==> src/rtl/alu_acc_seq.sv <==
// Accumulator sequencer wrapped around an external 8-bit ripple add/sub unit.
// It accepts one command at a time and returns a result and {C,Z,N,V} flags.
module alu_acc_seq #(
    parameter int WIDTH = 8
) (
    input  logic             clk,
    input  logic             rst,
    input  logic             cmd_valid,
    output logic             cmd_ready,
    input  logic [1:0]       cmd_op,
    input  logic [WIDTH-1:0] cmd_data,
    output logic             rsp_valid,
    input  logic             rsp_ready,
    output logic [WIDTH-1:0] rsp_data,
    output logic [3:0]       rsp_flags,
    output logic [WIDTH-1:0] acc_out,
    output logic [WIDTH-1:0] add_a,
    output logic [WIDTH-1:0] add_b,
    output logic             add_cin,
    input  logic [WIDTH-1:0] add_s,
    input  logic             add_cout
);

    typedef enum logic [1:0] {
        IDLE = 2'd0,
        EXEC = 2'd1,
        RESP = 2'd2
    } state_t;

    localparam logic [1:0] OP_LOAD = 2'b00;
    localparam logic [1:0] OP_ADD  = 2'b01;
    localparam logic [1:0] OP_SUB  = 2'b10;
    localparam logic [1:0] OP_CMP  = 2'b11;

    state_t           state_q;
    logic [1:0]       op_q;
    logic [WIDTH-1:0] data_q;
    logic [WIDTH-1:0] acc_q;
    logic [WIDTH-1:0] rsp_data_q;
    logic [3:0]       rsp_flags_q;
    logic             rsp_valid_q;
    logic             cmd_ready_q;

    logic [WIDTH-1:0] result_d;
    logic [WIDTH-1:0] acc_d;
    logic [3:0]       flags_d;
    logic             c_d;
    logic             v_d;
    logic             a_msb;
    logic             b_msb;
    logic             s_msb;

    // The unit only ever sees registered operands, so its inputs are stable
    // for the whole EXEC cycle and quiet (all zero) while in reset.
    assign add_a   = acc_q;
    assign add_b   = data_q;
    assign add_cin = op_q[1];

    assign a_msb = acc_q[WIDTH-1];
    assign b_msb = data_q[WIDTH-1];
    assign s_msb = add_s[WIDTH-1];

    // Overflow uses the un-inverted b, so SUB/CMP test for differing signs.
    always_comb begin
        result_d = add_s;
        acc_d    = add_s;
        c_d      = add_cout;
        v_d      = 1'b0;
        case (op_q)
            OP_LOAD: begin
                result_d = data_q;
                acc_d    = data_q;
                c_d      = 1'b0;
                v_d      = 1'b0;
            end
            OP_ADD: begin
                v_d = (a_msb == b_msb) && (s_msb != a_msb);
            end
            OP_SUB: begin
                v_d = (a_msb != b_msb) && (s_msb != a_msb);
            end
            OP_CMP: begin
                v_d   = (a_msb != b_msb) && (s_msb != a_msb);
                acc_d = acc_q;
            end
            default: begin
                v_d = 1'b0;
            end
        endcase
        flags_d = {c_d, (result_d == '0), result_d[WIDTH-1], v_d};
    end

    always_ff @(posedge clk or posedge rst) begin
        if (rst) begin
            state_q     <= IDLE;
            op_q        <= 2'b00;
            data_q      <= '0;
            acc_q       <= '0;
            rsp_data_q  <= '0;
            rsp_flags_q <= 4'b0000;
            rsp_valid_q <= 1'b0;
            cmd_ready_q <= 1'b1;
        end else begin
            case (state_q)
                IDLE: begin
                    if (cmd_valid && cmd_ready_q) begin
                        op_q        <= cmd_op;
                        data_q      <= cmd_data;
                        cmd_ready_q <= 1'b0;
                        state_q     <= EXEC;
                    end
                end
                EXEC: begin
                    rsp_data_q  <= result_d;
                    rsp_flags_q <= flags_d;
                    acc_q       <= acc_d;
                    rsp_valid_q <= 1'b1;
                    state_q     <= RESP;
                end
                RESP: begin
                    if (rsp_ready) begin
                        rsp_valid_q <= 1'b0;
                        cmd_ready_q <= 1'b1;
                        state_q     <= IDLE;
                    end
                end
                default: begin
                    rsp_valid_q <= 1'b0;
                    cmd_ready_q <= 1'b1;
                    state_q     <= IDLE;
                end
            endcase
        end
    end

    assign cmd_ready = cmd_ready_q;
    assign rsp_valid = rsp_valid_q;
    assign rsp_data  = rsp_data_q;
    assign rsp_flags = rsp_flags_q;
    assign acc_out   = acc_q;

endmodule

==> config.mk <==
export PLATFORM = sky130hd
export DESIGN_NAME = alu_acc_seq
export DESIGN_NICKNAME = d
export VERILOG_FILES = /design/src/rtl/alu_acc_seq.sv
export SDC_FILE = /design/constraint.sdc
export NUM_CORES = 1
export LEC_CHECK = 0
export CORE_ASPECT_RATIO = 0.6
export CORE_MARGIN = 1
export CORE_UTILIZATION = 46
export CTS_CLUSTER_DIAMETER = 200
export CTS_CLUSTER_SIZE = 10
export DETAILED_ROUTE_END_ITERATION = 7
export HOLD_SLACK_MARGIN = 0.15
export PLACE_DENSITY = 0.88
export SLEW_MARGIN = 20
export SYNTH_ARGS = -nofsm -noshare
export SYNTH_HDL_FRONTEND = slang
export SYNTH_SLANG_ARGS = --single-unit
==> constraint.sdc <==
create_clock -name clk -period 1.97 [get_ports clk]
set_input_delay 0.197 -clock clk [delete_from_list [all_inputs] [get_ports clk]]
set_output_delay 0.197 -clock clk [all_outputs]
set_load 0.01 [all_outputs]
# ---- Word-level counts from Yosys, hierarchy flattened
# Index checks and enable logic that the tools add are counted.
dict set report word_totals {
  regBits 34
  latch_bits 0
  ramBits 0
  romBits 0
  inputBits 23
  output_inout_bits 39
  wordCells 45
  memories 0
}
dict set report classes {
  n_addsub 0
  multipliers 0
  div 0
  order_cmp 0
  eq_ne 10
  shift 0
  muxes 12
  bitwise 3
  n_reduce_logical 12
}
# op count
set op_table {}
lappend op_table {{8-bit case mux with 2 select lines} 1}
lappend op_table {{1-bit case mux with 3 select lines} 3}
lappend op_table {{8-bit logical NOT} 1}
lappend op_table {{8-bit 2-to-1 mux} 1}
lappend op_table {{2-bit AND reduction} 4}
lappend op_table {{2-bit == test (second input constant)} 3}
lappend op_table {{2-bit case mux with 3 select lines} 1}
lappend op_table {{2-bit by 1-bit == test with 1-bit output (second input constant)} 2}
lappend op_table {{2-bit logical NOT} 2}
lappend op_table {{1-bit 2-to-1 mux} 4}
lappend op_table {{2-bit 2-to-1 mux} 2}
lappend op_table {{2-bit inequality test (second input constant)} 2}
lappend op_table {{1-bit logical AND} 3}
lappend op_table {{1-bit inverter} 3}
lappend op_table {{3-bit AND reduction} 1}
lappend op_table {{1-bit inequality test} 2}
lappend op_table {{2-bit OR reduction} 1}
lappend op_table {{1-bit == test} 1}

# ---- Logic depth before layout (Yosys ltp)
# Gate-level depths: netlist (run 1).
dict set report logic_depth {
  ltp_word 3
  ltp_mapped 6
  mapped_depth_nobuf 3
}

# ---- Worst setup path before layout (run 1)
# No wires, ideal clock.
dict set report synth_path {
  path_type {register to register}
  from {register op_q[1]}
  to {register rsp_flags_q[2] (netlist: rsp_flags[2])}
  setup_ns 0.127
  t_arrival_ns 1.173
  required_time_ns 1.843
  setup_slack_ns 0.670
  path_stages_with_launch 7
  n_path_buf 3
  synth_period_minus_slack_ns 1.300
  cell_sequence {dfrtp_1 buf_6 or2_1 buf_4 buf_6 nand3_1 a31oi_1}
}
dict set report synth_between {
  elab_chain_cells 3
}
# item line
set synth_lines {}
lappend synth_lines {{from (decl)} 36} ;# logic [1:0] op_q;
lappend synth_lines {{from (signal assigned)} 107} ;# op_q <= cmd_op;
lappend synth_lines {{2-bit logical NOT} 69} ;# case (op_q)
lappend synth_lines {{8-bit 2-to-1 mux} 69}
lappend synth_lines {{8-bit logical NOT} 90} ;# flags_d = {c_d, (result_d == '0), result_d[WIDTH-1], v_d};
lappend synth_lines {{to (signal assigned)} 115} ;# rsp_flags_q <= flags_d;
lappend synth_lines {{to (decl)} 40} ;# logic [3:0] rsp_flags_q;
# Every way passes these cells.
# A chain may end at the register's enable or synchronous reset.

# ---- Worst setup path after layout (run 1)
dict set report layout_path {
  from {register op_q[1]}
  to {output add_cin}
}
# item line
set layout_lines {}
lappend layout_lines {{to (decl)} 19} ;# output logic add_cin,
# No word-level cell between the ends.

==> results.sh, run 1 <==
export IMPL_run_status="completed"
export IMPL_crit_path_max_incr_delay_ps=610
export IMPL_grt_max_degree=34
export IMPL_ff2ff_path_depth=3
export IMPL_drt_total_wl_um=3887
export IMPL_antenna_cells=0
export IMPL_fin_tns_setup_ps=0
export IMPL_gp_congestion=0.8251
export IMPL_ys_warn_count=0
export IMPL_firstDrtPassIters=4
export IMPL_die_area_mm2=0.003713
export IMPL_worst_setup_path_type="reg2out"
export IMPL_clk_pin_slew_ps=70
export IMPL_reg2reg_slack_ps=420
export IMPL_setup_viol=0
export IMPL_drv_slew=0
export IMPL_arrival_ps=1460
export IMPL_io_pins=62
export IMPL_drc_errors=0
export IMPL_cts_buffers_inserted=5
export IMPL_clockBufferDepth=2
export IMPL_fmax_ghz=0.6049
export IMPL_hpwl_um=2900
export IMPL_track_usage=0.2324
export IMPL_die_x_um=78.00
export IMPL_grt_setup_unrepaired="no"
export IMPL_avgSynthCellArea_um2=11.07
export IMPL_skew_ps=4.947
export IMPL_cts_tree="yes"
export IMPL_start_kind="flip-flop"
export IMPL_area_growth_pct=39.17
export IMPL_nFillCells=239
export IMPL_p_switching_mw=1.299
export IMPL_p_int_mw=2.284
export IMPL_critPathRequiredTime_ps=1770
export IMPL_cts_resized_gates=0
export IMPL_synth_fp_nets=167
export IMPL_dieHeight_um=47.60
export IMPL_root_buffer="clkbuf_8"
export IMPL_comb_power_share=0.488
export IMPL_routed_via_count=1311
export IMPL_grt_overflow=0
export IMPL_power_mw=3.583
export IMPL_yosysTopAreaCellShare=0.5024
export IMPL_grt_pass1_vias=1219
export IMPL_first_iter_violations=50
export IMPL_cts_sinks=33
export IMPL_syn_cell_area_mm2=0.001594
export IMPL_start_util=0.4855
export IMPL_crit_buf_inv=1
export IMPL_cap_violations=0
export IMPL_vias_per_cell=5.395
export IMPL_hold_viol_final=0
export IMPL_clockPowerShare=0.134
export IMPL_io_buffers=61
export IMPL_cp_slowest_cell="clkdlybuf4s50_1"
export IMPL_postSynthCellCount=144
export IMPL_synth_distinct_cells=29
export IMPL_p_leak_nw=0.9221
export IMPL_yosys_area_top_type="dfrtp_1"
export IMPL_cts_setup_buffers=0
export IMPL_row_count=16
export IMPL_grt_pass1_wl_um=5906
export IMPL_htreeDepth=2
export IMPL_grt_antenna_before_repair=0
export IMPL_ir_worst_vdd_v=0.0008797
export IMPL_crit_chain="clkdlybuf4s50_1"
export IMPL_clkLatencyLatePin_ps=280
export IMPL_end_kind="output pin"
export IMPL_core_area_mm2=0.003283
export IMPL_powerDensity_mw_per_mm2=1615
export IMPL_r2r_end="acc_out[7]"
export IMPL_slew_headroom=0.6350
export IMPL_avgRoutedWirePerCell_um=16.00
export IMPL_synth_area_leaders="dfrtp_1 50%, mux2_4 8.5%, buf_4 5.7%"
export IMPL_swShare=0.3625
export IMPL_yosysSeqAreaShare=0.5188
export IMPL_ant_nets=0
export IMPL_cp_max_fo=10
export IMPL_fin_crit_sh=0.8391
export IMPL_r2r_start="op_q[1]"
export IMPL_hp_class="in2async"
export IMPL_layout_drive_gt1_share=0.1212
export IMPL_synth_seq_cells=33
export IMPL_min_period_ps=1653
export IMPL_hold_buffers=0
export IMPL_final_nets=220
export IMPL_power_frac_seq=0.377
export IMPL_cpLargestDelayFamily="buffers and inverters"
export IMPL_worstMarginPinSlew_ps=547.6
==> layout by cell type (no fill, tap or decap), drive strengths merged, types with 2 or more instances in the layout <==
cell,netlist,layout
nand3,3,3
a31oi,9,9
clkdlybuf4s50,0,61
clkbuf,0,6
dfrtp,32,32
buf,17,2
nand2b,3,3
inv,3,3
mux2,10,10
clkinv,0,2
nor2,12,12
nor4,4,4
and3,2,2
a2bb2oi,8,8
o21ai,2,2
nand2,21,21
o22ai,8,8
==> state kept, by name (all words and copies together) (netlist names) <==
signal	count
acc_out	8
cmd_ready	1
op_q	2
rsp_flags	4
rsp_valid	1
rsp_data	7
add_b	8
state_q	2
==> cell usage after synthesis (all sizes together) <==
cell and n:
o21ai 2, buf 17, o22ai 8, nor2b 1, a2bb2oi 8, dfstp 1
a21oi 1, mux2 10, o21a 1, a31oi 9, nand2b 3, nand3b 1
nand3 3, xnor2 1, nor2 12, or2 1, nor4 4, nand2 21
a2111oi 1, inv 3, a22oi 1, dfrtp 32, and3 2, a221o 1
==> final cells by class <==
class | instances | area (um^2) | share of cell area
repair buffers | 63 | 625.6 | 0.2820
well taps | 45 | 56.30 | 0.02538
clock inverters | 2 | 10.01 | 0.004512
clock buffers | 6 | 72.57 | 0.03271
inverters | 3 | 11.26 | 0.005076
multi-input cells | 91 | 615.6 | 0.2775
flip-flops and latches | 33 | 827.0 | 0.3728
==> through the flow <==
stage               hold WS [ps]  cells  setup slack (ps)  area [um^2]  utilization
finish                     289.0    243             317.0         2218       0.6757
global route               361.1    243             282.7         2218       0.6757
CTS                        293.6    243             311.1         2218       0.6757
detailed placement         475.8    235             461.5         2136       0.6505
global placement           452.4    235             501.7         2136       0.6505
floorplan                  268.4    144             670.1         1594            -
==> layer usage <==
metal	vias up	routed length, um	track usage
met5	-	0	0
met2	79	1756	0.3912
li1	609	-	-
met1	619	1726	0.2859
met3	4	371	0.09524
met4	0	34	0.07407
==> power by group through the flow <==
stage | registers [mW] | clock network, mW | logic, mW
floorplan | 1.35 | 0 | 0.932
global placement | 1.32 | 0 | 1.71
detailed placement | 1.35 | 0 | 1.75
CTS | 1.34 | 0.497 | 1.76
global route | 1.39 | 0.526 | 1.88
finish | 1.35 | 0.481 | 1.75
==> worst max path at each step <==
| stage | startpoint | to | slack (ps) | cells after the start |
|---|---|---|---|---|
| final | op_q[1] | add_cin | 320 | 1 |
| after global routing | op_q[1] | add_cin | 280 | 1 |
| after CTS | op_q[1] | add_cin | 310 | 1 |
| after detailed placement | op_q[1] | acc_out[5] | 460 | 3 |
| after global placement | cmd_valid | op_q[0] | 500 | 3 |
| after floorplan | op_q[1] | rsp_flags[2] | 670 | 6 |
==> cells by family (layout without fill, tap and decap cells) <==
group | Yosys count | after routing | share of synthesized area
buffers and inverters | 20 | 74 | 0.09497
DFF | 33 | 33 | 0.5188
and+or+nand+nor | 48 | 48 | 0.1397
xor gates and xnor gates | 1 | 1 | 0.01021
muxes | 10 | 10 | 0.09184
AOI/OAI and AO/OA | 32 | 32 | 0.1444
(Power assumes the default switching activity.)
==> inputs of run 2 (changes only) <==
--- a/config.mk
+++ b/config.mk
@@ -7,12 +7,12 @@
 export LEC_CHECK = 0
 export CORE_ASPECT_RATIO = 0.6
 export CORE_MARGIN = 1
-export CORE_UTILIZATION = 46
+export CORE_UTILIZATION = 43
 export CTS_CLUSTER_DIAMETER = 200
 export CTS_CLUSTER_SIZE = 10
 export DETAILED_ROUTE_END_ITERATION = 7
 export HOLD_SLACK_MARGIN = 0.15
-export PLACE_DENSITY = 0.88
+export PLACE_DENSITY = 0.83
 export SLEW_MARGIN = 20
 export SYNTH_ARGS = -nofsm -noshare
 export SYNTH_HDL_FRONTEND = slang
==> constraint.sdc (replaced) <==
create_clock -name clk -period 1.6 [get_ports clk]
set_input_delay 0.16 -clock clk [delete_from_list [all_inputs] [get_ports clk]]
set_output_delay 0.16 -clock clk [all_outputs]
set_load 0.01 [all_outputs]
==> run 2 against run 1 <==
  * Sequential power increased by 19%
  * Sequential share of layout area is 0.80 points lower
  * Clock-buffer cell count rose by 1
  * Cell count up 0.82%
  * Critical endpoint is now add_b[7]
  * Highest routed layer unchanged
==> results.sh, run 2 (same netlist as run 1, synthesis figures left out) <==
export IMPL_setup_viol=0
export IMPL_fin_tns_setup_ps=0
export IMPL_min_period_ps=1522
export IMPL_firstDrtPassIters=4
export IMPL_skew_ps=8.903
export IMPL_grt_pass1_vias=1272
export IMPL_drt_total_wl_um=3951
export IMPL_area_growth_pct=42.23
export IMPL_end_kind="output pin"
export IMPL_cpLargestDelayFamily="buffers and inverters"
export IMPL_p_int_mw=3.052
export IMPL_clockBufferDepth=2
export IMPL_io_pins=62
export IMPL_slew_headroom=0.6018
export IMPL_vias_per_cell=5.322
export IMPL_grt_antenna_before_repair=0
export IMPL_r2r_start="op_q[1]"
export IMPL_avgRoutedWirePerCell_um=16.13
export IMPL_swShare=0.3462
export IMPL_drv_slew=0
export IMPL_hold_buffers=0
export IMPL_die_x_um=80.60
export IMPL_grt_setup_unrepaired="no"
export IMPL_cts_buffers_inserted=5
export IMPL_layout_common_cells="61 x clkdlybuf4s50_1, 32 x dfrtp_1, 21 x nand2_1"
export IMPL_cp_max_fo=9
export IMPL_hp_class="in2async"
export IMPL_core_area_mm2=0.003403
export IMPL_cts_tree="yes"
export IMPL_clockPowerShare=0.173
export IMPL_arrival_ps=1360
export IMPL_dieHeight_um=49.16
export IMPL_comb_power_share=0.483
export IMPL_reg2reg_slack_ps=180
export IMPL_first_iter_violations=137
export IMPL_worstMarginPinSlew_ps=597.2
export IMPL_gp_congestion=0.8473
export IMPL_fin_crit_sh=0.9512
export IMPL_layout_drive_gt1_share=0.1300
export IMPL_final_cells=245
export IMPL_row_count=16
export IMPL_ant_nets=0
export IMPL_grt_max_degree=34
export IMPL_clkLatencyLatePin_ps=290
export IMPL_mostFrequentLayoutCell="clkdlybuf4s50_1"
export IMPL_powerDensity_mw_per_mm2=2059
export IMPL_cts_resized_gates=0
export IMPL_fmax_ghz=0.6571
export IMPL_place_inst=237
export IMPL_root_buffer="clkbuf_8"
export IMPL_clk_pin_slew_ps=70
export IMPL_cts_sinks=33
export IMPL_grt_pass1_wl_um=6451
export IMPL_hold_viol_final=0
export IMPL_p_leak_nw=0.9455
export IMPL_start_util=0.4684
export IMPL_hpwl_um=3020
export IMPL_cap_violations=0
export IMPL_io_buffers=61
export IMPL_worst_setup_path_type="reg2out"
export IMPL_ir_worst_vdd_v=0.001054
export IMPL_run_status="completed"
export IMPL_crit_path_max_incr_delay_ps=590
export IMPL_crit_chain="clkdlybuf4s50_1"
export IMPL_drc_errors=0
export IMPL_cts_setup_buffers=0
export IMPL_power_frac_seq=0.344
export IMPL_final_nets=222
export IMPL_r2r_end="rsp_flags[0]"
export IMPL_critPathRequiredTime_ps=1440
export IMPL_routed_via_count=1304
export IMPL_ff2ff_path_depth=4
export IMPL_p_switching_mw=1.616
export IMPL_crit_buf_inv=1
export IMPL_start_kind="flip-flop"
export IMPL_track_usage=0.2237
export IMPL_cp_slowest_cell="clkdlybuf4s50_1"
export IMPL_antenna_cells=0
export IMPL_die_area_mm2=0.003962
export IMPL_grt_overflow=0
export IMPL_htreeDepth=2
run 2: cell count changes in the layout (fill, tap and decap cells not counted), sizes merged:
cell / previous run / this run
clkinv: 2 / 0
bufinv: 0 / 1
clkbuf: 6 / 7
buf: 2 / 4
run 2: area by class of cell:
type / instances / area, um^2
multi-input cells: 91 / 615.6
clock inverters: 1 / 30.03
flip-flops and latches: 33 / 827.0
clock buffers: 7 / 86.33
inverters: 3 / 11.26
fillers: 279 / 1136
well taps: 45 / 56.30
repair buffers: 65 / 640.6
run 2: worst max-delay path by stage:
stage	from	endpoint	cells after the start
after floorplan	op_q[1]	rsp_flags[2]	6
after global placement	cmd_valid	op_q[0]	3
after detailed placement	cmd_valid	op_q[0]	3
after CTS	add_b[7]	add_b[7]	1
after global routing	add_b[7]	add_b[7]	1
final	add_b[7]	add_b[7]	1
run 2: metal layers:
metal | up-vias | global-route usage | share of wire
li1 | 615 | - | -
met1 | 622 | 0.3208 | 0.46
met2 | 62 | 0.3206 | 0.45
met3 | 5 | 0.05794 | 0.074
met4 | 0 | 0.09226 | 0.012
met5 | - | 0 | 0
run 2: power groups by stage:
stage	Clock [mW]	Sequential, mW	Combinational (mW)
2_1_floorplan	0	1.67	1.15
3_3_place_gp	0	1.57	2.21
3_5_place_dp	0	1.61	2.26
4_1_cts	0.819	1.61	2.26
5_1_grt	0.855	1.66	2.42
6_report	0.809	1.60	2.26
run 2: stage by stage:
stage / hold WS, ps / setup slack [ps] / instance area [um^2] / total power [mW] / util
2_1_floorplan: 231.4 / 300.1 / 1594 / 2.816 / -
3_3_place_gp: 450.3 / 168.4 / 2151 / 3.784 / 0.6320
3_5_place_dp: 457.1 / 141.6 / 2151 / 3.869 / 0.6320
4_1_cts: 263.8 / 75.51 / 2267 / 4.689 / 0.6662
5_1_grt: 326.8 / 44.26 / 2267 / 4.937 / 0.6662
6_report: 244.7 / 78.11 / 2267 / 4.669 / 0.6662
==> inputs of run 3 (changes only) <==
--- a/config.mk
+++ b/config.mk
@@ -12,6 +12,7 @@
 export CTS_CLUSTER_SIZE = 10
 export DETAILED_ROUTE_END_ITERATION = 7
 export HOLD_SLACK_MARGIN = 0.15
+export MAX_ROUTING_LAYER = met4
 export PLACE_DENSITY = 0.83
 export SLEW_MARGIN = 20
 export SYNTH_ARGS = -nofsm -noshare
==> constraint.sdc (replaced) <==
create_clock -name clk -period 1.6 [get_ports clk]
set_input_delay 0.16 -clock clk [delete_from_list [all_inputs] [get_ports clk]]
set_output_delay 0.16 -clock clk [all_outputs]
set_load 0.05 [all_outputs]
==> run 3 against run 2 <==
  * Non-clock buffer count did not move
  * Cell count unchanged
  * First-iteration DRC count shrank 41%
  * Clock-buffer cell count unchanged
  * Die area unchanged
  * Critical endpoint is now rsp_flags[0]
==> results.sh, run 3 (same netlist as run 1, synthesis figures left out) <==
export IMPL_hpwl_um=3042
export IMPL_crit_chain="buf_4 > nand3b_1 > a2111oi_1 > a221o_1"
export IMPL_grt_setup_unrepaired="no"
export IMPL_die_area_mm2=0.003962
export IMPL_use_met1=0.3167
export IMPL_fmax_ghz=0.6926
export IMPL_cpLargestDelayFamily="compound AO/OA/AOI/OAI gates"
export IMPL_gp_congestion=0.8398
export IMPL_whs_ps=285.2
export IMPL_setup_viol=0
export IMPL_hold_viol_final=0
export IMPL_htreeDepth=2
export IMPL_cts_setup_buffers=0
export IMPL_grt_max_degree=34
export IMPL_clk_pin_slew_ps=70
export IMPL_vias_per_cell=5.429
export IMPL_first_iter_violations=81
export IMPL_cts_resized_gates=0
export IMPL_hold_buffers=0
export IMPL_fin_crit_sh=0.9024
export IMPL_skew_ps=9.950
export IMPL_routed_via_count=1330
export IMPL_r2r_start="op_q[1]"
export IMPL_crit_path_start="op_q[1]"
export IMPL_crit_buf_inv=1
export IMPL_layout_common_cells="41 x buf_4, 32 x dfrtp_1, 22 x clkdlybuf4s50_1"
export IMPL_cp_slowest_cell="dfrtp_1"
export IMPL_drv_slew=0
export IMPL_io_pins=62
export IMPL_worst_setup_path_type="reg2reg"
export IMPL_row_count=16
export IMPL_r2r_end="rsp_flags[0]"
export IMPL_critPathRequiredTime_ps=1820
export IMPL_nFillCells=290
export IMPL_reg2reg_slack_ps=160
export IMPL_post_place_ws_ps=128.9
export IMPL_fin_tns_setup_ps=0
export IMPL_area_growth_pct=37.68
export IMPL_ff2ff_path_depth=4
export IMPL_cts_tree="yes"
export IMPL_start_util=0.4684
export IMPL_grt_pass1_wl_um=6382
export IMPL_clkLatencyLatePin_ps=280
export IMPL_die_x_um=80.60
export IMPL_mostFrequentLayoutCell="buf_4"
export IMPL_cp_max_fo=7
export IMPL_grt_overflow=0
export IMPL_final_nets=222
export IMPL_track_usage=0.2271
export IMPL_end_kind="flip-flop"
export IMPL_slew_headroom=0.5969
export IMPL_io_buffers=61
export IMPL_crit_cells=4
export IMPL_drc_errors=0
export IMPL_root_buffer="clkbuf_8"
export IMPL_layout_drive_gt1_share=0.3250
export IMPL_fin_ws_ps=156.1
export IMPL_core_area_mm2=0.003403
export IMPL_grt_busiest_layer="met1"
export IMPL_arrival_ps=1660
export IMPL_drt_total_wl_um=3971
export IMPL_cts_sinks=33
export IMPL_antenna_cells=0
export IMPL_crit_end="rsp_flags[0]"
export IMPL_firstDrtPassIters=4
export IMPL_hp_class="in2async"
export IMPL_use_met2=0.3065
export IMPL_grtUsageMet3=0.06355
export IMPL_min_period_ps=1444
export IMPL_cap_violations=0
export IMPL_clockBufferDepth=2
export IMPL_start_kind="flip-flop"
export IMPL_ant_nets=0
export IMPL_grt_pass1_vias=1263
export IMPL_dieHeight_um=49.16
export IMPL_grt_antenna_before_repair=0
export IMPL_run_status="completed"
export IMPL_worstMarginPinSlew_ps=604.7
export IMPL_crit_path_max_incr_delay_ps=440
export IMPL_avgRoutedWirePerCell_um=16.21
export IMPL_cts_buffers_inserted=5
==> run 3: worst min path at each step <==
stage	start	endpoint	slack, ps
2_1_floorplan	cmd_valid	cmd_ready	230
3_3_place_gp	rsp_flags[3]	rsp_flags[3]	450
3_5_place_dp	rsp_flags[3]	rsp_flags[3]	470
4_1_cts	rst	state_q[1]	290
5_1_grt	rst	state_q[1]	350
6_report	rst	state_q[1]	290
==> run 3: final cells by class <==
cell class,count,area (um^2),share of cell area
inverters,3,11.26,0.005131
clock inverters,1,30.03,0.01368
repair buffers,65,568.0,0.2588
clock buffers,7,86.33,0.03934
multi-input cells,91,615.6,0.2805
flip-flops and latches,33,827.0,0.3769
well taps,45,56.30,0.02566
==> run 3: worst register-to-register path, delay by kind of cell (launching register included) <==
| kind | cells | cell delay, ps |
|---|---|---|
| compound gates | 2 | 590 |
| flops | 1 | 440 |
| buf+inv | 1 | 200 |
| simple gates | 1 | 160 |
==> run 3: layer usage <==
metal	part of all wire	wire length (um)
met1	0.44	1737
met5	0	0
met4	0.023	91
met3	0.098	391
met2	0.44	1750
==> run 3: per-stage QoR <==
stage / std cells / area, um^2 / util
after global routing: 245 / 2195 / 0.6449
after detailed placement: 237 / 2078 / 0.6107
after floorplan: 144 / 1594 / -
after CTS: 245 / 2195 / 0.6449
final: 245 / 2195 / 0.6449
after global placement: 237 / 2078 / 0.6107
Power of run 3 is left out: the tool's default activity adds up to more than one toggle a clock period on the data nets, which glitch-free logic cannot reach.
